### src/rtl/l2_arb_pkg.sv
// Shared types and helpers for the L2 read-port arbiter.
//   state_e  : grant FSM state (idle or current grant owner)
//   owner_e  : requester identity, also used as the in-flight read tag
//   L2_ARB_MAX_BURST : default burst limit under round-robin
//   sat_inc  : saturating increment for counters up to 64 bits wide
package l2_arb_pkg;

  typedef enum logic [1:0] {
    StIdle = 2'd0,
    StWei  = 2'd1,
    StAct  = 2'd2
  } state_e;

  typedef enum logic {
    OwnWei = 1'b0,
    OwnAct = 1'b1
  } owner_e;

  localparam int unsigned L2_ARB_MAX_BURST = 8;

  // Increment val, holding at the all-ones value of a width-bit counter.
  function automatic logic [63:0] sat_inc(input logic [63:0] val, input int unsigned width);
    logic [63:0] max_val;
    max_val = (width >= 64) ? '1 : ((64'd1 << width) - 64'd1);
    return (val >= max_val) ? max_val : val + 64'd1;
  endfunction

endpackage

### src/rtl/l2_arb_grant.sv
// Grant FSM for the L2 read port: tracks the current owner, the burst length
// and the last owner, and produces a combinational one-hot grant.
//   clk_i, rst_i        : clock, synchronous active-high reset
//   prio_mode_i         : 0 = round-robin with bursts, 1 = weight always wins
//   wei_ready_i/act_ready_i : requests
//   wei_gnt_o/act_gnt_o : grants (never both, zero during reset)
module l2_arb_grant
  import l2_arb_pkg::*;
#(
  parameter int unsigned MAX_BURST = L2_ARB_MAX_BURST
) (
  input  logic clk_i,
  input  logic rst_i,
  input  logic prio_mode_i,
  input  logic wei_ready_i,
  input  logic act_ready_i,
  output logic wei_gnt_o,
  output logic act_gnt_o
);

  localparam int unsigned BurstW = (MAX_BURST > 1) ? $clog2(MAX_BURST) : 1;
  localparam logic [BurstW-1:0] BurstLast = BurstW'(MAX_BURST - 1);

  state_e              state_q, state_d;
  owner_e              last_q, last_d;
  logic [BurstW-1:0]   cnt_q, cnt_d;

  logic                gnt_any;
  owner_e              gnt_own;
  logic                cont;
  logic                other_ready;
  logic [BurstW-1:0]   cnt_eff;

  always_comb begin
    gnt_any     = 1'b0;
    gnt_own     = OwnWei;
    cont        = 1'b0;
    other_ready = 1'b0;
    cnt_eff     = '0;
    state_d     = StIdle;
    cnt_d       = '0;
    last_d      = last_q;

    if (wei_ready_i && act_ready_i) begin
      gnt_any = 1'b1;
      case (state_q)
        StWei:   gnt_own = OwnWei;
        // Priority mode lets weight pre-empt an activation burst at once.
        StAct:   gnt_own = prio_mode_i ? OwnWei : OwnAct;
        default: gnt_own = (prio_mode_i || last_q == OwnAct) ? OwnWei : OwnAct;
      endcase
    end else if (wei_ready_i) begin
      gnt_any = 1'b1;
      gnt_own = OwnWei;
    end else if (act_ready_i) begin
      gnt_any = 1'b1;
      gnt_own = OwnAct;
    end

    // A beat by a new owner (from idle or a same-cycle hand-over) starts a fresh burst.
    cont    = (state_q == StWei && gnt_own == OwnWei) || (state_q == StAct && gnt_own == OwnAct);
    cnt_eff = cont ? cnt_q : '0;
    other_ready = (gnt_own == OwnWei) ? act_ready_i : wei_ready_i;

    if (gnt_any) begin
      last_d = gnt_own;
      if (!prio_mode_i && other_ready && cnt_eff == BurstLast) begin
        state_d = (gnt_own == OwnWei) ? StAct : StWei;
        cnt_d   = '0;
      end else begin
        state_d = (gnt_own == OwnWei) ? StWei : StAct;
        // Hold at the limit so a late-arriving competitor is served on the next beat.
        cnt_d   = (cnt_eff == BurstLast) ? cnt_eff : cnt_eff + 1'b1;
      end
    end

    wei_gnt_o = !rst_i && gnt_any && (gnt_own == OwnWei);
    act_gnt_o = !rst_i && gnt_any && (gnt_own == OwnAct);
  end

  always_ff @(posedge clk_i) begin
    if (rst_i) begin
      state_q <= StIdle;
      cnt_q   <= '0;
      last_q  <= OwnAct;
    end else begin
      state_q <= state_d;
      cnt_q   <= cnt_d;
      last_q  <= last_d;
    end
  end

endmodule

### src/rtl/l2_read_arbiter.sv
// Shares the single synchronous-read L2 SRAM port between the weight-fetch and
// activation-fetch requesters. Adds region bases, tags each read with its
// owner and routes the returning beat one cycle later.
//   core_clk, rst            : clock, synchronous active-high reset
//   prio_mode                : 0 = round-robin bursts, 1 = weight first
//   wei_base, act_base       : region base offsets
//   {wei,act}_buf_read_*     : requester ports (ready/addr in, gnt/valid/data out)
//   l2_read_en/addr/data     : SRAM port, data valid one cycle after en
//   wei_beats, act_beats     : saturating served-beat counters
module l2_read_arbiter
  import l2_arb_pkg::*;
#(
  parameter int unsigned DATA_W    = 64,
  parameter int unsigned ADDR_W    = 12,
  parameter int unsigned MAX_BURST = L2_ARB_MAX_BURST,
  parameter int unsigned CNT_W     = 16
) (
  input  logic              core_clk,
  input  logic              rst,
  input  logic              prio_mode,
  input  logic [ADDR_W-1:0] wei_base,
  input  logic [ADDR_W-1:0] act_base,
  input  logic              wei_buf_read_ready,
  input  logic [ADDR_W-1:0] wei_buf_read_addr,
  output logic              wei_buf_read_gnt,
  output logic              wei_buf_read_valid,
  output logic [DATA_W-1:0] wei_buf_read_data,
  input  logic              act_buf_read_ready,
  input  logic [ADDR_W-1:0] act_buf_read_addr,
  output logic              act_buf_read_gnt,
  output logic              act_buf_read_valid,
  output logic [DATA_W-1:0] act_buf_read_data,
  output logic              l2_read_en,
  output logic [ADDR_W-1:0] l2_read_addr,
  input  logic [DATA_W-1:0] l2_read_data,
  output logic [CNT_W-1:0]  wei_beats,
  output logic [CNT_W-1:0]  act_beats
);

  logic              valid_q;
  owner_e            tag_q;
  logic [DATA_W-1:0] wei_hold_q, act_hold_q;
  logic [CNT_W-1:0]  wei_beats_q, wei_beats_d;
  logic [CNT_W-1:0]  act_beats_q, act_beats_d;

  l2_arb_grant #(
    .MAX_BURST(MAX_BURST)
  ) u_grant (
    .clk_i      (core_clk),
    .rst_i      (rst),
    .prio_mode_i(prio_mode),
    .wei_ready_i(wei_buf_read_ready),
    .act_ready_i(act_buf_read_ready),
    .wei_gnt_o  (wei_buf_read_gnt),
    .act_gnt_o  (act_buf_read_gnt)
  );

  always_comb begin
    l2_read_en   = wei_buf_read_gnt | act_buf_read_gnt;
    // Sum is truncated to ADDR_W; region wrap-around is intended.
    l2_read_addr = wei_buf_read_gnt ? (wei_base + wei_buf_read_addr)
                                    : (act_base + act_buf_read_addr);

    // A beat returning while rst is high is dropped.
    wei_buf_read_valid = !rst && valid_q && (tag_q == OwnWei);
    act_buf_read_valid = !rst && valid_q && (tag_q == OwnAct);
    wei_buf_read_data  = wei_buf_read_valid ? l2_read_data : wei_hold_q;
    act_buf_read_data  = act_buf_read_valid ? l2_read_data : act_hold_q;

    wei_beats_d = wei_buf_read_valid ? CNT_W'(sat_inc(64'(wei_beats_q), CNT_W)) : wei_beats_q;
    act_beats_d = act_buf_read_valid ? CNT_W'(sat_inc(64'(act_beats_q), CNT_W)) : act_beats_q;

    wei_beats = wei_beats_q;
    act_beats = act_beats_q;
  end

  always_ff @(posedge core_clk) begin
    if (rst) begin
      valid_q     <= 1'b0;
      tag_q       <= OwnWei;
      wei_hold_q  <= '0;
      act_hold_q  <= '0;
      wei_beats_q <= '0;
      act_beats_q <= '0;
    end else begin
      valid_q     <= l2_read_en;
      tag_q       <= act_buf_read_gnt ? OwnAct : OwnWei;
      if (wei_buf_read_valid) wei_hold_q <= l2_read_data;
      if (act_buf_read_valid) act_hold_q <= l2_read_data;
      wei_beats_q <= wei_beats_d;
      act_beats_q <= act_beats_d;
    end
  end

endmodule

### config.mk
export PLATFORM = sky130hd
export DESIGN_NAME = l2_read_arbiter
export DESIGN_NICKNAME = d
export VERILOG_FILES = /design/src/rtl/l2_arb_pkg.sv /design/src/rtl/l2_arb_grant.sv /design/src/rtl/l2_read_arbiter.sv
export SDC_FILE = /design/constraint.sdc
export NUM_CORES = 1
export LEC_CHECK = 0
export ABC_AREA = 0
export CAP_MARGIN = 20
export CELL_PAD_IN_SITES_DETAIL_PLACEMENT = 0
export CELL_PAD_IN_SITES_GLOBAL_PLACEMENT = 1
export CORE_MARGIN = 3
export CORE_UTILIZATION = 32
export CTS_CLUSTER_SIZE = 30
export DETAILED_ROUTE_END_ITERATION = 7
export PLACE_DENSITY = 0.88
export RECOVER_POWER = 50
export SETUP_SLACK_MARGIN = 0.02
export SLEW_MARGIN = 10
export SYNTH_ARGS = -nofsm -noshare
export SYNTH_HDL_FRONTEND = slang
export SYNTH_SLANG_ARGS = --single-unit
### constraint.sdc
create_clock -name core_clk -period 3.3 [get_ports core_clk]
set_clock_uncertainty 0.15 [all_clocks]
set_input_delay 0.66 -clock core_clk [delete_from_list [all_inputs] [get_ports core_clk]]
set_output_delay 0.66 -clock core_clk [all_outputs]
set_load 0.005 [all_outputs]
==> results of run 1 <==
[per-stage QoR]
stage	setup TNS (ns)	cells
after floorplan	0	903
after global placement	-18.67	1554
after global routing	-0.04740	1590
after detailed placement	-20.33	1554
after CTS	-0.06656	1588
final	0	1590
[power by group through the flow]
stage	combinational [mW]	clock [mW]	sequential (mW)
after global placement	0.911	0	2.14
after detailed placement	0.918	0	2.14
final	0.953	2.03	2.09
after floorplan	0.374	0	2.13
after global routing	1.04	2.18	2.10
after CTS	0.953	2.10	2.09
[cells by family (layout without fill, tap and decap cells)]
kind of cell             count (synthesis)  count (layout)  synth area share [%]
adder cells (fa/ha/maj)                 29              29                 4.790
multiplexers                            76              76                 10.67
flip-flops                             168             168                 42.63
buffers and inverters                   61             429                 3.077
AND/OR/NAND/NOR                        434             434                 26.77
AO/OA/AOI/OAI                          100             100                 8.168
XOR/XNOR                                35              35                 3.886
[path summary, 6_finish.rpt]
| path | end | slack [ns] | depth (start not counted) |
|---|---|---|---|
| worst max register to register | u_grant.state_q[0] | 0.34 | 13 |
| worst min register to register | u_grant.last_q | 0.34 | 2 |
| worst max-delay path | l2_read_addr[9] | 0.07 | 8 |
| worst min-delay path | u_grant.last_q | 0.34 | 2 |
[repair_timing]
item	4_1_cts	5_1_grt
gates cloned	1	0
setup buffers	2	2
setup endpoints to repair	141	69
pin swaps	46	18
resized for setup	107	36
[registers in the layout, summed over array words and instances (netlist names)]
signal           flops
u_grant.state_q      2
tag_q                1
act_hold_q          64
u_grant.last_q       1
act_beats           16
wei_beats           16
u_grant.cnt_q        3
valid_q              1
wei_hold_q          64
[layout make-up]
class | instances | area (sq um)
timing repair buffer | 378 | 3649
tap | 319 | 399.1
sequential | 168 | 3363
multi-input combinational | 674 | 4577
clock buffer | 18 | 439.2
inverter | 20 | 75.07
clock inverter | 13 | 158.9
fill | 2211 | 11160
[worst register-to-register path, stage by stage, from the launching register on]
cell      delay (ns)
dfxtp_1         0.34
inv_1           0.05
ha_1            0.30
nor2b_1         0.15
o21ai_2         0.15
buf_4           0.14
a21boi_4        0.23
mux2i_1         0.36
and2b_1         0.23
ha_1            0.24
nand2_1         0.13
nor3_1          0.06
o32a_1          0.18
and2_1          0.16
[synth_stat cells, types with 10 or more instances]
cell / n / area share [%]
mux2_2: 65 / 9.3
buf_2: 11 / 0.70
nand2_1: 217 / 10
clkbuf_1: 30 / 1.4
nor2_1: 20 / 0.95
dfxtp_1: 168 / 43
a21oi_1: 40 / 2.5
and2_1: 130 / 10
o21ai_0: 15 / 0.95
inv_1: 18 / 0.86
nand4_1: 12 / 0.95
nor3_1: 10 / 0.63
xor2_1: 20 / 2.2
nand3_1: 13 / 0.82
xnor2_1: 15 / 1.7
mux2i_1: 11 / 1.4
ha_1: 27 / 4.3
[per-layer routing]
metal	vias up	track usage [%]
li1	3716	-
met1	3371	19.89
met2	236	30.24
met3	20	6.163
met4	0	4.152
met5	-	0
==> impl_results.md, run 1 <==
- Status: finished, final reports clean
- Mapped cell area: 7889 sq um
- Max Cap Violations: 0
- Met2 layer wire length in the routed design: ~11000 um
- Worst-path cell chain: clkdlybuf4s50_1, ha_2, nor3_1, nor2_2, a31oi_2, xor2_1, mux2i_1, clkdlybuf4s15_2
- Top Ports: slightly below 300
- Die Footprint: approximately 27000 sq um
- DR vias: 7343
- Top_reg_cell synth: dfxtp_1
- CP Launch Point: wei_base[5]
- Hold slack: 0.3395 ns
- CTS buffer count: 17
- Die H: between 150 and 200 um
- RSZ-0062 raised after global routing: yes
- CTS H-Tree Depth: 4
- Period minus WS final: 3.225 ns
- Fin. Hold Viols: 0
- Clock sinks: ~170
- Fin crit share: 97.74%
- Initial antenna violation count: 0
- Share of cells above drive strength 1: between 10% and 20%
- Synth Warn #: 0
- Post-route cell area: 12660 sq um
- Power Density: 401.1 nW/um^2
- Critical path class: primary input to output port
- Slowest-stage cell, CP: clkdlybuf4s50_1
- Max-slew violation count: 0
- Clock network fraction of design power: 40.1%
- Fmax: 310.0 MHz
- Register area share after synthesis: 42.63%
- Number of synthesized flops with an enable pin: 0
- Avg Vias per Cell: 4.618
- Slew @ Worst Pin: 1.204 ns
- CP max stage delay: 0.46 ns
- Clock root buffer: clkbuf_16
- Sequential power share: 41.2%
- Syn nets: between 1000 and 1500
- Switch share: 25.02%
- Design Power: 5.079 mW
- CTS Hold Bufs: 0
- First-iteration detailed-routing DRC count: 343
- First-pass GRT wire length: 36760 um
- All-Layer GR Usage: 17.17%
- Buf/Inv on CP: 2
- Pre-CTS setup slack: -0.7157 ns
- CP delay by family, top: buffers and inverters
- Total Routed Length: around 24000 um
- N_diodes: 0
- Wl on met1: 9981 um
- Ys async rst share: 0%
- Most frequent cells in the layout: clkdlybuf4s50_1, nand2_1, dfxtp_1
- Syn_area_per_cell: between 8 and 9 sq um
- CP Max Fanout: 3
- Clock Latency Late Sink: 0.42 ns
- R2r startpoint: u_grant.state_q[0]
- Die Width: 163.0 um
- Final #Nets: 1405
- TritonCTS clock tree: done
- Comb power frac: 18.8%
- Met3 wire length: 2112 um
- Worst path arrival time: between 2 and 2.5 ns
- DPL Wire Length: about 18000 um
- Core area: about 24000 sq um
- Reg clk slew, reported paths: 0.07 ns
- Final Wtd Congestion: 0.8163
- WL/cell: 14.94 um
- Syn-to-layout area delta: 60.49%
- Setup crit end kind: output port
- Final setup violation count: 0
- Peak VDD IR: 0.3139 mV
- Commonest non-fill, non-tap cell in the layout: clkdlybuf4s50_1
- Hold/Removal Path Class: flip-flop to flip-flop
- Num rows: 56
- Slew Limit Headroom: 19.75%
- Cell count after synthesis: 903
- Yosys reg bits: between 150 and 200
- Placed cell area: 11770 sq um
- Drt pass-1 iters: 4
- Vias in the first global route: about 7100
- Post-route setup slack: 0.07463 ns
- WP data required: about 2.5 ns
- Internal Pwr Total: between 3 and 4 mW
- Min-delay src: u_grant.last_q
- Top Metal Used: met4
- Psw: 1.271 mW
- Util after Layout: approximately 53%
- Pin count of the biggest net entering global routing: 76
- IO buf count: 293
- Initial core utilization: 33.11%
- Critical path launch point type: primary input
- Antenna Violating Nets Remaining: 0
- Leak pwr: 5.591 nW
- Synth unique cells: 56
- Gr ovfl total: 0
- CTS Buffer Depth: 2
- Drt drc: 0
No activity file was read; power rests on OpenSTA's default activity.
==> run 2: changes to the inputs <==
CAP_MARGIN = not set   (was 20)
SLEW_MARGIN = not set   (was 10)
TNS_END_PERCENT = 10   (was not set)
==> impl_results.md, run 2 (synthesized netlist as in run 1, its figures left out) <==
- Share of cells above drive strength 1: 18.96% (+0.079 points)
- Fill count: 2202 (-0.41%)
- All-Layer GR Usage: 17.17% (unchanged)
- Pin count of the biggest net entering global routing: 76 (unchanged)
- Slew Limit Headroom: 18.17% (-1.6 points)
- Fin crit share: 98.93% (+1.2 points)
- Clock Latency Late Sink: 0.42 ns (about the same)
- Final setup violation count: 0 (unchanged)
- Drt drc: 0 (unchanged)
- Max Cap Violations: 0 (unchanged)
- Die H: 163.0 um (unchanged)
- Final #Nets: 1405 (unchanged)
- FF-to-FF setup slack: 0.35 ns (about the same)
- CTS Hold Bufs: 0 (unchanged)
- Status: finished, final reports clean
- Hold slack: 0.3395 ns (+0.000004000 ns)
- DPL Wire Length: 17750 um (unchanged)
- Util after Layout: 53.26% (+0.12 points)
- R2r startpoint: u_grant.state_q[0]
- Post-route setup slack: 0.03545 ns (-0.03918 ns)
- Fmax: 306.3 MHz (-1.2%)
- Drt pass-1 iters: 4 (unchanged)
- Fin cells: 1590 (unchanged)
- Final Wtd Congestion: 0.8163 (unchanged)
- Top Ports: 294 (unchanged)
- Reg clk slew, reported paths: 0.07 ns (about the same)
- Antenna Violating Nets Remaining: 0 (unchanged)
- Syn-to-layout area delta: 60.84%
- Gr ovfl total: 0 (unchanged)
- CTS Buffer Depth: 2 (unchanged)
- Period minus WS final: 3.265 ns (+0.03918 ns)
- Largest registers: act_hold_q: 64 flops, wei_hold_q: 64 flops
- Slew @ Worst Pin: 1.227 ns (+0.02362 ns)
- Buf/Inv on CP: 4 (+2)
- Max-slew violation count: 0 (unchanged)
- CP max stage delay: 0.52 ns (+0.06 ns)
- Total Routed Length: 23820 um (+0.27%)
- Crit Reg-Reg Endpoint: u_grant.state_q[0]
- Clock sinks: 168 (unchanged)
- Peak VDD IR: 0.3141 mV (about the same)
- WP data required: 2.49 ns (about the same)
- TritonCTS clock tree: done
- Critical path class: primary input to output port
- Hold/Removal Path Class: flip-flop to flip-flop
- Slowest-stage cell, CP: clkdlybuf4s50_1
- IO buf count: 293 (unchanged)
- Setup crit end kind: output port
- First-pass GRT wire length: 36760 um (unchanged)
- Placed cell area: 11770 sq um (unchanged)
- Core area: 23820 sq um (unchanged)
- Post-route cell area: 12690 sq um (+0.22%)
- CTS buffer count: 17 (unchanged)
- Reg2reg path depth: 13 (unchanged)
- Power Density: 401.1 nW/um^2 (about the same)
- RSZ-0062 raised after global routing: yes
- Clock root buffer: clkbuf_16
- Setup TNS: 0 ns (unchanged)
- Design Power: 5.089 mW (+0.20%)
- Cells after DPL: 1554 (unchanged)
- CP Launch Point: wei_base[8]
- DR vias: 7364 (+0.29%)
- Most Frequent Cell on Critical Path: buf_4
- Most frequent cells in the layout: nand2_1, clkdlybuf4s50_1, dfxtp_1
- CTS H-Tree Depth: 4 (unchanged)
- Min-delay src: u_grant.last_q
- CP Max Fanout: 2 (-1)
- Critical path launch point type: primary input
- Initial core utilization: 33.11% (unchanged)
- Avg Vias per Cell: 4.631 (+0.29%)
- WL/cell: 14.98 um (+0.27%)
- First-iteration detailed-routing DRC count: 323 (-5.8%)
- Pre-CTS setup slack: -0.7157 ns (unchanged)
- Fin. Hold Viols: 0 (unchanged)
- Worst-path cell chain: clkdlybuf4s50_1, ha_4, a21o_1, a21oi_2, buf_4, buf_4, o21ai_1, xnor2_1, mux2i_1, buf_2
- N_diodes: 0 (unchanged)
- Leak pwr: 5.617 nW (+0.47%)
- Worst path arrival time: 2.45 ns (+0.03 ns)
- Vias in the first global route: 7133 (unchanged)
- Initial antenna violation count: 0 (unchanged)
- Die Footprint: 26570 sq um (unchanged)
- Hold Path Depth: 2 (unchanged)
- Worst Hold End: u_grant.last_q
- CP delay by family, top: buffers and inverters
- Num rows: 56 (unchanged)
- Die Width: 163.0 um (unchanged)
## run 2: worst max-delay path by stage
stage | to | slack [ns] | cells past startpoint
final | l2_read_addr[10] | 0.04 | 10
after global routing | l2_read_addr[8] | -0.05 | 10
after CTS | wei_buf_read_data[10] | -0.03 | 6
after detailed placement | l2_read_addr[10] | -0.72 | 12
after global placement | l2_read_addr[10] | -0.69 | 11
after floorplan | l2_read_addr[11] | 0.39 | 7
## run 2: worst register-to-register path: cells and delay by family (launching register included)
family,cells,cell delay [ns]
AOI/OAI and AO/OA,3,0.56
adders and majority gates,2,0.54
and+or+nand+nor,5,0.73
buffers and inverters,2,0.19
muxes,1,0.36
DFF,1,0.34
## run 2: area by class of cell
type	instances	area, sq um	share of cell area [%]
inverter	20	75.07	0.5917
timing repair buffer	378	3650	28.76
sequential	168	3363	26.51
multi-input combinational	674	4603	36.28
clock inverter	13	158.9	1.252
clock buffer	18	439.2	3.461
tap	319	399.1	3.146
## run 2: timing repair
action,4_1_cts,5_1_grt
setup buffers,2,2
gates cloned,1,0
pin swaps,46,21
gates resized for setup,106,37
setup endpoints to repair,141,70
## run 2: report_power, final
group          internal (mW)  switching, mW
sequential              2.08         0.0145
clock                   1.16          0.877
combinational          0.579          0.384
## run 2: routing by layer
metal  track usage (%)  up-vias  wire, um
met5                 0        -         0
met3             6.163       22      2052
met2             30.24      233     11280
met1             19.89     3393     10140
met4             4.152        0       339
li1                  -     3716         -
==> run 3: changes to the inputs <==
SKIP_LAST_GASP = 1   (was not set)
SLEW_MARGIN = 20   (was not set)
==> impl_results.md, run 3 (synthesized netlist as in run 1, its figures left out) <==
- Commonest non-fill, non-tap cell in the layout: clkdlybuf4s50_1
- Reg clk slew, reported paths: 0.07 ns (about the same)
- Top Ports: 294 (unchanged)
- Period minus WS final: 3.322 ns (+0.05736 ns)
- DPL Wire Length: 17750 um (unchanged)
- Initial core utilization: 33.11% (unchanged)
- CTS Buffer Depth: 2 (unchanged)
- WP data required: 2.49 ns (about the same)
- DR vias: 7341 (-0.31%)
- Total Routed Length: 23840 um (about the same)
- Initial antenna violation count: 1 (+1)
- Switch share: 25.06% (about the same)
- Fin cells: 1590 (unchanged)
- Slew Limit Headroom: 33.41% (+15 points)
- Die H: 163.0 um (unchanged)
- Design Power: 5.095 mW (+0.11%)
- Avg Vias per Cell: 4.617 (-0.31%)
- CP Launch Point: rst
- CTS buffer count: 17 (unchanged)
- CP delay by family, top: buffers and inverters
- Fill count: 2204 (+0.091%)
- First-pass GRT wire length: 36760 um (unchanged)
- Clock root buffer: clkbuf_16
- Psw: 1.277 mW (about the same)
- Hold slack: 0.3439 ns (+0.004406 ns)
- Min-delay src: u_grant.last_q
- Slew @ Worst Pin: 0.9989 ns (-0.2285 ns)
- RSZ-0062 raised after global routing: yes
- Final Wtd Congestion: 0.8163 (unchanged)
- Drt pass-1 iters: 4 (unchanged)
- Util after Layout: 53.27% (about the same)
- Clock network fraction of design power: 40.0% (about the same)
- Antenna Violating Nets Remaining: 0 (unchanged)
- Pre-CTS setup slack: -0.7157 ns (unchanged)
- N_diodes: 0 (unchanged)
- Drt drc: 0 (unchanged)
- R2r startpoint: u_grant.state_q[0]
- Hold/Removal Path Class: flip-flop to flip-flop
- Vias in the first global route: 7133 (unchanged)
- Leak pwr: 5.528 nW (-1.6%)
- Fmax: 301.0 MHz (-1.7%)
- CP max stage delay: 0.48 ns (-0.04 ns)
- WL/cell: 14.99 um (about the same)
- Slowest-stage cell, CP: clkdlybuf4s50_1
- Critical path class: primary input to output port
- Max-slew violation count: 0 (unchanged)
- Most frequent cells in the layout: clkdlybuf4s50_1, nand2_1, dfxtp_1
- Max Cap Violations: 0 (unchanged)
- Status: finished with violations
- Clock Latency Late Sink: 0.42 ns (about the same)
- Worst path arrival time: 2.51 ns (+0.06 ns)
- Peak VDD IR: 0.3144 mV (+0.11%)
- Power Density: 401.4 nW/um^2 (about the same)
- Clock sinks: 168 (unchanged)
- Internal Pwr Total: 3.818 mW (+0.11%)
- Share of cells above drive strength 1: 19.04% (+0.079 points)
- Buf/Inv on CP: 4 (unchanged)
- Die Footprint: 26570 sq um (unchanged)
- Syn-to-layout area delta: 60.87% (about the same)
- First-iteration detailed-routing DRC count: 352 (+9.0%)
- TritonCTS clock tree: done
- Post-route setup slack: -0.02191 ns (-0.05736 ns)
- Fin. Hold Viols: 0 (unchanged)
- Critical path launch point type: primary input
- Violations in the final reports: setup timing
- All-Layer GR Usage: 17.17% (unchanged)
- Sequential power share: 41.0% (about the same)
- Pin count of the biggest net entering global routing: 76 (unchanged)
- Final setup violation count: 2 (+2)
- Setup crit end kind: output port
- CP Max Fanout: 5 (+3)
- Comb power frac: 19.0% (about the same)
- Core area: 23820 sq um (unchanged)
- Worst-path cell chain: dlygate4sd2_1, nor3b_4, bufbuf_16, buf_4, mux2_2, clkdlybuf4s50_1
- CTS H-Tree Depth: 4 (unchanged)
- Num rows: 56 (unchanged)
- Register Area: 3363 sq um (unchanged)
- Final #Nets: 1405 (unchanged)
- Multi-input logic area: 4579 sq um (-0.52%)
- Fin crit share: 100.7% (+1.7 points)
- Die Width: 163.0 um (unchanged)
- Cells after DPL: 1554 (unchanged)
- Gr ovfl total: 0 (unchanged)
- Largest registers: act_hold_q: 64 flops, wei_hold_q: 64 flops
- IO buf count: 293 (unchanged)
[run 3: changes by cell type in the layout (fill, tap and decap cells not counted), sizes merged]
| cell | previous run | this run |
|---|---|---|
| clkbuf | 30 | 26 |
| dlymetal6s2s | 11 | 7 |
| dlygate4sd2 | 17 | 16 |
| dlygate4sd3 | 31 | 17 |
| buf | 86 | 88 |
| clkdlybuf4s15 | 3 | 5 |
| clkdlybuf4s50 | 217 | 236 |
[run 3: through the flow]
stage / setup TNS (ns) / instance area [sq um]
floorplan: 0 / 7889
global placement: -18.67 / 11770
detailed placement: -20.33 / 11770
CTS: -0.09950 / 12590
global route: -0.8570 / 12690
finish: -0.02491 / 12690
[run 3: layer usage]
| metal | wire length [um] | up-vias | track usage (%) | share of wire (%) |
|---|---|---|---|---|
| met2 | 11360 | 235 | 30.24 | 48 |
| met5 | 7 | - | 0 | 0.029 |
| li1 | - | 3713 | - | - |
| met4 | 317 | 2 | 4.152 | 1.3 |
| met3 | 2086 | 22 | 6.163 | 8.8 |
| met1 | 10070 | 3369 | 19.89 | 42 |
[run 3: worst register-to-register path, delay by kind of cell, from the launching register on]
family	cells	cell delay, ns
mux	1	0.36
compound gates	3	0.56
buf+inv	2	0.19
simple gates	5	0.72
fa+ha+maj	2	0.54
flops	1	0.34
[run 3: cell type report]
class                           count  share of cell area, %
Multi-Input combinational cell    674                  36.08
Timing Repair Buffer              378                  28.97
Sequential cell                   168                  26.50
Clock buffer                       18                  3.461
Tap cell                          319                  3.145
Clock inverter                     13                  1.252
Inverter                           20                 0.5915
[run 3: power by group through the flow]
stage          clock network (mW)  logic, mW  registers [mW]
2_1_floorplan                   0      0.374            2.13
3_3_place_gp                    0      0.911            2.14
3_5_place_dp                    0      0.918            2.14
4_1_cts                      2.10      0.954            2.09
5_1_grt                      2.18       1.05            2.10
6_report                     2.04      0.967            2.09
[run 3: what timing repair did]
| item | in CTS | in global routing |
|---|---|---|
| endpoints found under the setup margin | 141 | 69 |
| hold buffers | 0 | 0 |
| pin swaps | 46 | 23 |
| resized for setup | 103 | 32 |
| buffers inserted | 2 | 3 |
| cloned | 1 | 0 |
[run 3: worst paths after layout]
path,end,slack (ns),cells past startpoint
setup / recovery,wei_buf_read_data[10],-0.02,6
hold / removal,u_grant.last_q,0.34,2
setup reg to reg,u_grant.state_q[0],0.35,13
hold reg to reg,u_grant.last_q,0.34,2
